**src/rtl/exe_mdu.sv**
```systemverilog
// ---------------------------------------------------------------------------
// exe_mdu : multiply/divide unit with architectural HI/LO registers.
//
// Sits beside the combinational ALU in EXE.  Multiplies (plain and
// accumulate/subtract) finish after MUL_LAT busy cycles.  Divides run one
// restoring iteration per cycle for WIDTH cycles, then spend one FIX cycle
// applying the signs before committing.  MTHI/MTLO write HI/LO directly at
// the accepting edge and never raise busy.
//
// Ports
//   clk      in  1      clock
//   resetn   in  1      synchronous active-low reset
//   start    in  1      operation request, sampled only while idle
//   mdu_op   in  4      operation code (11..15 behave as NOP)
//   src_a    in  WIDTH  multiplicand / dividend / MTHI-MTLO data
//   src_b    in  WIDTH  multiplier / divisor
//   flush    in  1      kill any in-flight operation
//   busy     out 1      operation in flight, EXE must stall
//   done     out 1      one-cycle pulse when new HI/LO first appear
//   hi       out WIDTH  HI register
//   lo       out WIDTH  LO register
// ---------------------------------------------------------------------------
module exe_mdu #(
  parameter int WIDTH   = 32,
  parameter int MUL_LAT = 2
) (
  input  logic             clk,
  input  logic             resetn,
  input  logic             start,
  input  logic [3:0]       mdu_op,
  input  logic [WIDTH-1:0] src_a,
  input  logic [WIDTH-1:0] src_b,
  input  logic             flush,
  output logic             busy,
  output logic             done,
  output logic [WIDTH-1:0] hi,
  output logic [WIDTH-1:0] lo
);

  localparam logic [3:0] OP_MULT  = 4'd1;
  localparam logic [3:0] OP_MULTU = 4'd2;
  localparam logic [3:0] OP_DIV   = 4'd3;
  localparam logic [3:0] OP_DIVU  = 4'd4;
  localparam logic [3:0] OP_MADD  = 4'd5;
  localparam logic [3:0] OP_MADDU = 4'd6;
  localparam logic [3:0] OP_MSUB  = 4'd7;
  localparam logic [3:0] OP_MSUBU = 4'd8;
  localparam logic [3:0] OP_MTHI  = 4'd9;
  localparam logic [3:0] OP_MTLO  = 4'd10;

  localparam int CNT_MAX = (WIDTH > MUL_LAT) ? WIDTH : MUL_LAT;
  localparam int CW      = $clog2(CNT_MAX + 1);

  localparam logic [CW-1:0] MUL_CNT0 = CW'(MUL_LAT - 1);
  localparam logic [CW-1:0] DIV_CNT0 = CW'(WIDTH - 1);

  typedef enum logic [1:0] {
    S_IDLE = 2'd0,
    S_MUL  = 2'd1,
    S_DIV  = 2'd2,
    S_FIX  = 2'd3
  } state_e;

  // Two's-complement negate when neg is set; used both for taking operand
  // magnitudes and for restoring the result signs.
  function automatic logic [WIDTH-1:0] cond_neg(input logic [WIDTH-1:0] v,
                                                input logic             neg);
    return neg ? (~v + {{(WIDTH-1){1'b0}}, 1'b1}) : v;
  endfunction

  state_e           state_q, state_d;
  logic [3:0]       op_q;
  logic [WIDTH-1:0] a_q, b_q;
  logic [CW-1:0]    cnt_q;
  logic [WIDTH-1:0] rem_q, quo_q, dvs_q;
  logic [WIDTH-1:0] hi_q, lo_q;
  logic             done_q;

  // ---- request decode (IDLE only) ----
  logic in_valid, in_is_mul, in_is_div, in_is_mt, in_signed, accept;

  always_comb begin
    in_valid  = (mdu_op >= OP_MULT) && (mdu_op <= OP_MTLO);
    in_is_div = (mdu_op == OP_DIV) || (mdu_op == OP_DIVU);
    in_is_mt  = (mdu_op == OP_MTHI) || (mdu_op == OP_MTLO);
    in_is_mul = in_valid && !in_is_div && !in_is_mt;
    in_signed = (mdu_op == OP_DIV);
    accept    = (state_q == S_IDLE) && start && !flush && in_valid;
  end

  // ---- multiply datapath ----
  // Operands are extended to 2*WIDTH (sign or zero) so one unsigned
  // multiply truncated to 2*WIDTH gives the right product for both kinds.
  logic                 mul_signed;
  logic [2*WIDTH-1:0]   ext_a, ext_b, prod, acc, mul_res;

  always_comb begin
    mul_signed = (op_q == OP_MULT) || (op_q == OP_MADD) || (op_q == OP_MSUB);
    ext_a      = mul_signed ? {{WIDTH{a_q[WIDTH-1]}}, a_q} : {{WIDTH{1'b0}}, a_q};
    ext_b      = mul_signed ? {{WIDTH{b_q[WIDTH-1]}}, b_q} : {{WIDTH{1'b0}}, b_q};
    prod       = ext_a * ext_b;
    acc        = {hi_q, lo_q};
    case (op_q)
      OP_MADD, OP_MADDU: mul_res = acc + prod;
      OP_MSUB, OP_MSUBU: mul_res = acc - prod;
      default:           mul_res = prod;
    endcase
  end

  // ---- restoring divide step ----
  // rem_q always stays below the divisor, so the shifted partial remainder
  // fits in WIDTH+1 bits and the trial subtraction's top bit is its sign.
  logic [WIDTH:0]   rem_sh, trial;
  logic             trial_ok;
  logic [WIDTH-1:0] rem_nxt, quo_nxt;

  always_comb begin
    rem_sh   = {rem_q, quo_q[WIDTH-1]};
    trial    = rem_sh - {1'b0, dvs_q};
    trial_ok = !trial[WIDTH];
    rem_nxt  = trial_ok ? trial[WIDTH-1:0] : rem_sh[WIDTH-1:0];
    quo_nxt  = {quo_q[WIDTH-2:0], trial_ok};
  end

  // ---- sign fix-up and divide-by-zero override ----
  logic             div_signed, q_neg, r_neg, div_zero;
  logic [WIDTH-1:0] q_fix, r_fix;

  always_comb begin
    div_signed = (op_q == OP_DIV);
    q_neg      = div_signed && (a_q[WIDTH-1] ^ b_q[WIDTH-1]);
    r_neg      = div_signed && a_q[WIDTH-1];
    div_zero   = (b_q == '0);
    if (div_zero) begin
      q_fix = '1;
      r_fix = a_q;
    end else begin
      q_fix = cond_neg(quo_q, q_neg);
      r_fix = cond_neg(rem_q, r_neg);
    end
  end

  // ---- FSM: state register ----
  always_ff @(posedge clk) begin
    if (!resetn) state_q <= S_IDLE;
    else         state_q <= state_d;
  end

  // ---- FSM: next state ----
  always_comb begin
    state_d = state_q;
    case (state_q)
      S_IDLE: begin
        if (accept && in_is_mul)      state_d = S_MUL;
        else if (accept && in_is_div) state_d = S_DIV;
      end
      S_MUL:   if (flush || cnt_q == '0) state_d = S_IDLE;
      S_DIV: begin
        if (flush)              state_d = S_IDLE;
        else if (cnt_q == '0)   state_d = S_FIX;
      end
      S_FIX:   state_d = S_IDLE;
      default: state_d = S_IDLE;
    endcase
  end

  // ---- FSM: outputs ----
  always_comb begin
    busy = (state_q != S_IDLE);
    done = done_q;
    hi   = hi_q;
    lo   = lo_q;
  end

  // ---- operand capture, iteration and HI/LO commit ----
  always_ff @(posedge clk) begin
    if (!resetn) begin
      hi_q   <= '0;
      lo_q   <= '0;
      done_q <= 1'b0;
      cnt_q  <= '0;
      op_q   <= '0;
    end else begin
      done_q <= 1'b0;
      case (state_q)
        S_IDLE: begin
          if (accept) begin
            op_q  <= mdu_op;
            a_q   <= src_a;
            b_q   <= src_b;
            cnt_q <= in_is_div ? DIV_CNT0 : MUL_CNT0;
            rem_q <= '0;
            quo_q <= cond_neg(src_a, in_signed && src_a[WIDTH-1]);
            dvs_q <= cond_neg(src_b, in_signed && src_b[WIDTH-1]);
            if (mdu_op == OP_MTHI) begin
              hi_q   <= src_a;
              done_q <= 1'b1;
            end
            if (mdu_op == OP_MTLO) begin
              lo_q   <= src_a;
              done_q <= 1'b1;
            end
          end
        end
        S_MUL: begin
          if (!flush) begin
            if (cnt_q == '0) begin
              {hi_q, lo_q} <= mul_res;
              done_q       <= 1'b1;
            end else begin
              cnt_q <= cnt_q - 1'b1;
            end
          end
        end
        S_DIV: begin
          if (!flush) begin
            rem_q <= rem_nxt;
            quo_q <= quo_nxt;
            cnt_q <= cnt_q - 1'b1;
          end
        end
        S_FIX: begin
          if (!flush) begin
            hi_q   <= r_fix;
            lo_q   <= q_fix;
            done_q <= 1'b1;
          end
        end
        default: ;
      endcase
    end
  end

endmodule

```
**config.mk**
```make
export PLATFORM = sky130hd
export DESIGN_NAME = exe_mdu
export DESIGN_NICKNAME = d
export VERILOG_FILES = /design/src/rtl/exe_mdu.sv
export SDC_FILE = /design/constraint.sdc
export NUM_CORES = 2
export LEC_CHECK = 0
export ABC_AREA = 1
export BUFFER_PORTS_ARGS = -buffer_cell sky130_fd_sc_hd__buf_2
export CAP_MARGIN = 0
export CORE_MARGIN = 4
export CORE_UTILIZATION = 35
export CTS_CLUSTER_SIZE = 10
export DETAILED_ROUTE_END_ITERATION = 10
export GPL_ROUTABILITY_DRIVEN = 0
export GPL_TIMING_DRIVEN = 0
export PLACE_DENSITY_LB_ADDON = 0.08
export SLEW_MARGIN = 20
export SYNTH_ARGS = -nofsm -noshare
export SYNTH_HDL_FRONTEND = slang
export SYNTH_SLANG_ARGS = --single-unit
```
**constraint.sdc**
```tcl
create_clock -name clk -period 33.7 [get_ports clk]
set_input_delay 1.685 -clock clk [delete_from_list [all_inputs] [get_ports clk]]
set_output_delay 1.685 -clock clk [all_outputs]
set_load 0.1 [all_outputs]
```
==> impl_results.md <==
- Status: finished clean
- Slew HR: 0.1555
- Vias in the first global route: about 66000
- Fin crit period: 15.39 ns
- Post-Syn Nets: roughly 11000
- Met3 wire length: between 20000 and 30000 microns
- Via Count: ~63000
- Adder-cell area share of the yosys netlist: 0.4763
- Layout area overhead: 7.318%
- Root Driver: clkbuf_16
- Top_reg_cell synth: edfxtp_1
- Number of gates resized after cts: 0
- Worst Clk Skew: 0.04028 ns
- EDFF count, synth: ~160
- Worst-path clk slew: roughly 0.070 ns
- Max incr delay on CP: approximately 0.84 ns
- Synth Area in XOR/XNOR: 0.02744
- Post-synthesis compound-gate area fraction: 0.08005
- Simple-gate area share of the yosys netlist: 0.1728
- Worst path slowest cell: fa_1
- Clock tree sinks: 236
- Ys Warns: 0
- Most frequent cells in the layout: inv_1, nand2_1, fa_1
- Core Util, Final: 0.3788
- Met2 wire len: between 100000 and 150000 microns
- Worst Setup Start Kind: register
- Detailed placement HPWL: 279700 microns
- FILL cells: 21520
- Core area: around 200000 sq um
- First-pass GRT wire length: around 470000 microns
- HP Class: reg2reg
- Post-route ant nets: 0
- Cells after Synth: around 9200
- CP dominant cell by count: fa_1
- DR WL/cell: approximately 27 microns
- DIE AREA: ~210000 sq um
- Slew Viols, Final: 0
- Worst Path Arrival: roughly 16 ns
- CTS tree: built
- Critical path type: reg2reg
- Worst Path Required: about 34 ns
- Setup TNS: 0 ns
- IO Pins: roughly 140
- Gr usage total: 0.3106
- Max_cap viols: 0
- Final period util: 0.4566
- Crit end category: register
- Drt initial violations: between 5000 and 6000
- Seq/Total Area, Yosys: 0.08936
- Ys async rst share: 0
- Vias/cell: approximately 5.2
- DP Cell Count: 11980
- Hold_buf cts: 0
- Non-filler cells, final: between 10000 and 15000
- Die extent in x: 457.4 microns
- TritonRoute pass-1 iters: 6
- Total grt overflow: 0
- CP Max Fanout: 10
- Worst-Margin Slew: ~1.3 ns
- Post-Route M1 WL: 131900 microns
- Initial antenna violation count: 27
- Layout cells sized above 1: 0.04023
- Synth cell types: 63
- Mapped cell area: around 71000 sq um
- DIE HEIGHT: roughly 460 microns
- Clk buf depth: 3
- Worst-Skew Late Latency: 0.64 ns
- Initial cell density of the core: 0.3529
- Routed WL: roughly 330000 microns
- DRC violations left: 0
- Main combinational cell family by area after synthesis: adder cells
- Most common cell after layout, fill and taps aside: inv_1
- Endpoints failing hold: 0
- Num rows: between 150 and 200
- Largest net degree at the start of global routing: 27
- Synth Area per Inst: about 7.7 sq um
- Tightest hold margin: roughly 0.5 ns
- Final nets: ~11000
- Mux cell area share after synthesis: 0
- Post-CTS setup buffers: 0
- Yosys reg bits: around 240
- RSZ-0062 raised after global routing: no
- Final setup violation count: 0
- Top layer in use: met5
- Number of H-tree levels: 1
- Input/output buffers: between 100 and 150
- Fmax: about 65 MHz
- Total CTS buffers: 28
==> synth_stat cells (22+ instances only) <==
| cell type | count | area, sq um |
|---|---|---|
| inv_1 | 2497 | 9373 |
| nand2_1 | 1941 | 7286 |
| fa_1 | 1426 | 28550 |
| nor2_1 | 556 | 2087 |
| ha_1 | 409 | 5117 |
| a21oi_1 | 391 | 1957 |
| o21ai_0 | 351 | 1757 |
| clkbuf_1 | 339 | 1272 |
| nand3_1 | 187 | 935.9 |
| edfxtp_1 | 159 | 4775 |
| xor2_1 | 139 | 1217 |
| dfxtp_1 | 77 | 1541 |
| nor3_1 | 77 | 385.4 |
| xnor2_1 | 75 | 656.9 |
| a31oi_1 | 57 | 356.6 |
| nand4_1 | 57 | 356.6 |
| o211ai_1 | 55 | 412.9 |
| inv_2 | 46 | 172.7 |
| nor4_1 | 32 | 200.2 |
| nand2_2 | 27 | 168.9 |
| nor2_2 | 22 | 137.6 |
| or2_2 | 22 | 137.6 |
==> cells by family after synthesis <==
logic type / count (synthesis)
xor+xnor: 218
compound gates: 1005
flops: 236
fa+ha+maj: 1835
buf+inv: 2900
simple gates: 2979
==> worst max-delay path: cells and delay by family (launching register included) <==
| kind | cells | cell delay (ns) |
|---|---|---|
| adders and majority gates | 12 | 6.64 |
| AOI/OAI and AO/OA | 12 | 2.74 |
| and+or+nand+nor | 15 | 2.52 |
| buffers and inverters | 11 | 2.17 |
| xor gates and xnor gates | 2 | 0.75 |
| DFF | 1 | 0.38 |
==> flip-flops by register name, indices dropped and copies added, names as in the netlist <==
signal and count:
hi 32, state_q 2, a_q 32, lo 32
b_q 32, quo_q 32, done 1, dvs_q 31
cnt_q 6, rem_q 32, op_q 4
==> worst paths after layout <==
kind                            startpoint  depth (start not counted)       to  slack [ns]
worst min register to register     op_q[0]                          2  op_q[0]        0.51
worst max-delay path               op_q[0]                         52   hi[31]       18.31
worst max register to register     op_q[0]                         52   hi[31]       18.31
worst min-delay path               op_q[0]                          2  op_q[0]        0.51
==> layout make-up <==
cell class              instances  area [sq um]  share of cell area
plain buffers                 350          1356             0.01788
multi-input cells            6037         53530              0.7057
clock inverters                 4         70.07           0.0009237
clock buffers                  46         768.2             0.01013
well taps                    2656          3323             0.04381
repair buffers                148         897.1             0.01183
inverters                    2550          9572              0.1262
diodes                          9         22.52           0.0002969
flip-flops and latches        236          6316             0.08326
==> stage by stage <==
| stage | area (sq um) | worst slack, ns |
|---|---|---|
| floorplan | 70680 | 22.60 |
| global placement | 74690 | 17.54 |
| detailed placement | 74990 | 18.56 |
| CTS | 75830 | 18.53 |
| global route | 75840 | 17.82 |
| finish | 75860 | 18.31 |
==> per-layer routing <==
metal  GRT usage  vias to the layer above
met4      0.1525                       10
li1            -                    27460
met2      0.5032                     2756
met3     0.05051                      622
met1      0.4037                    31690
met5           0                        -
Power is not shown: default switching activity piles up to over one toggle a cycle in this logic, so the estimate is an artifact.
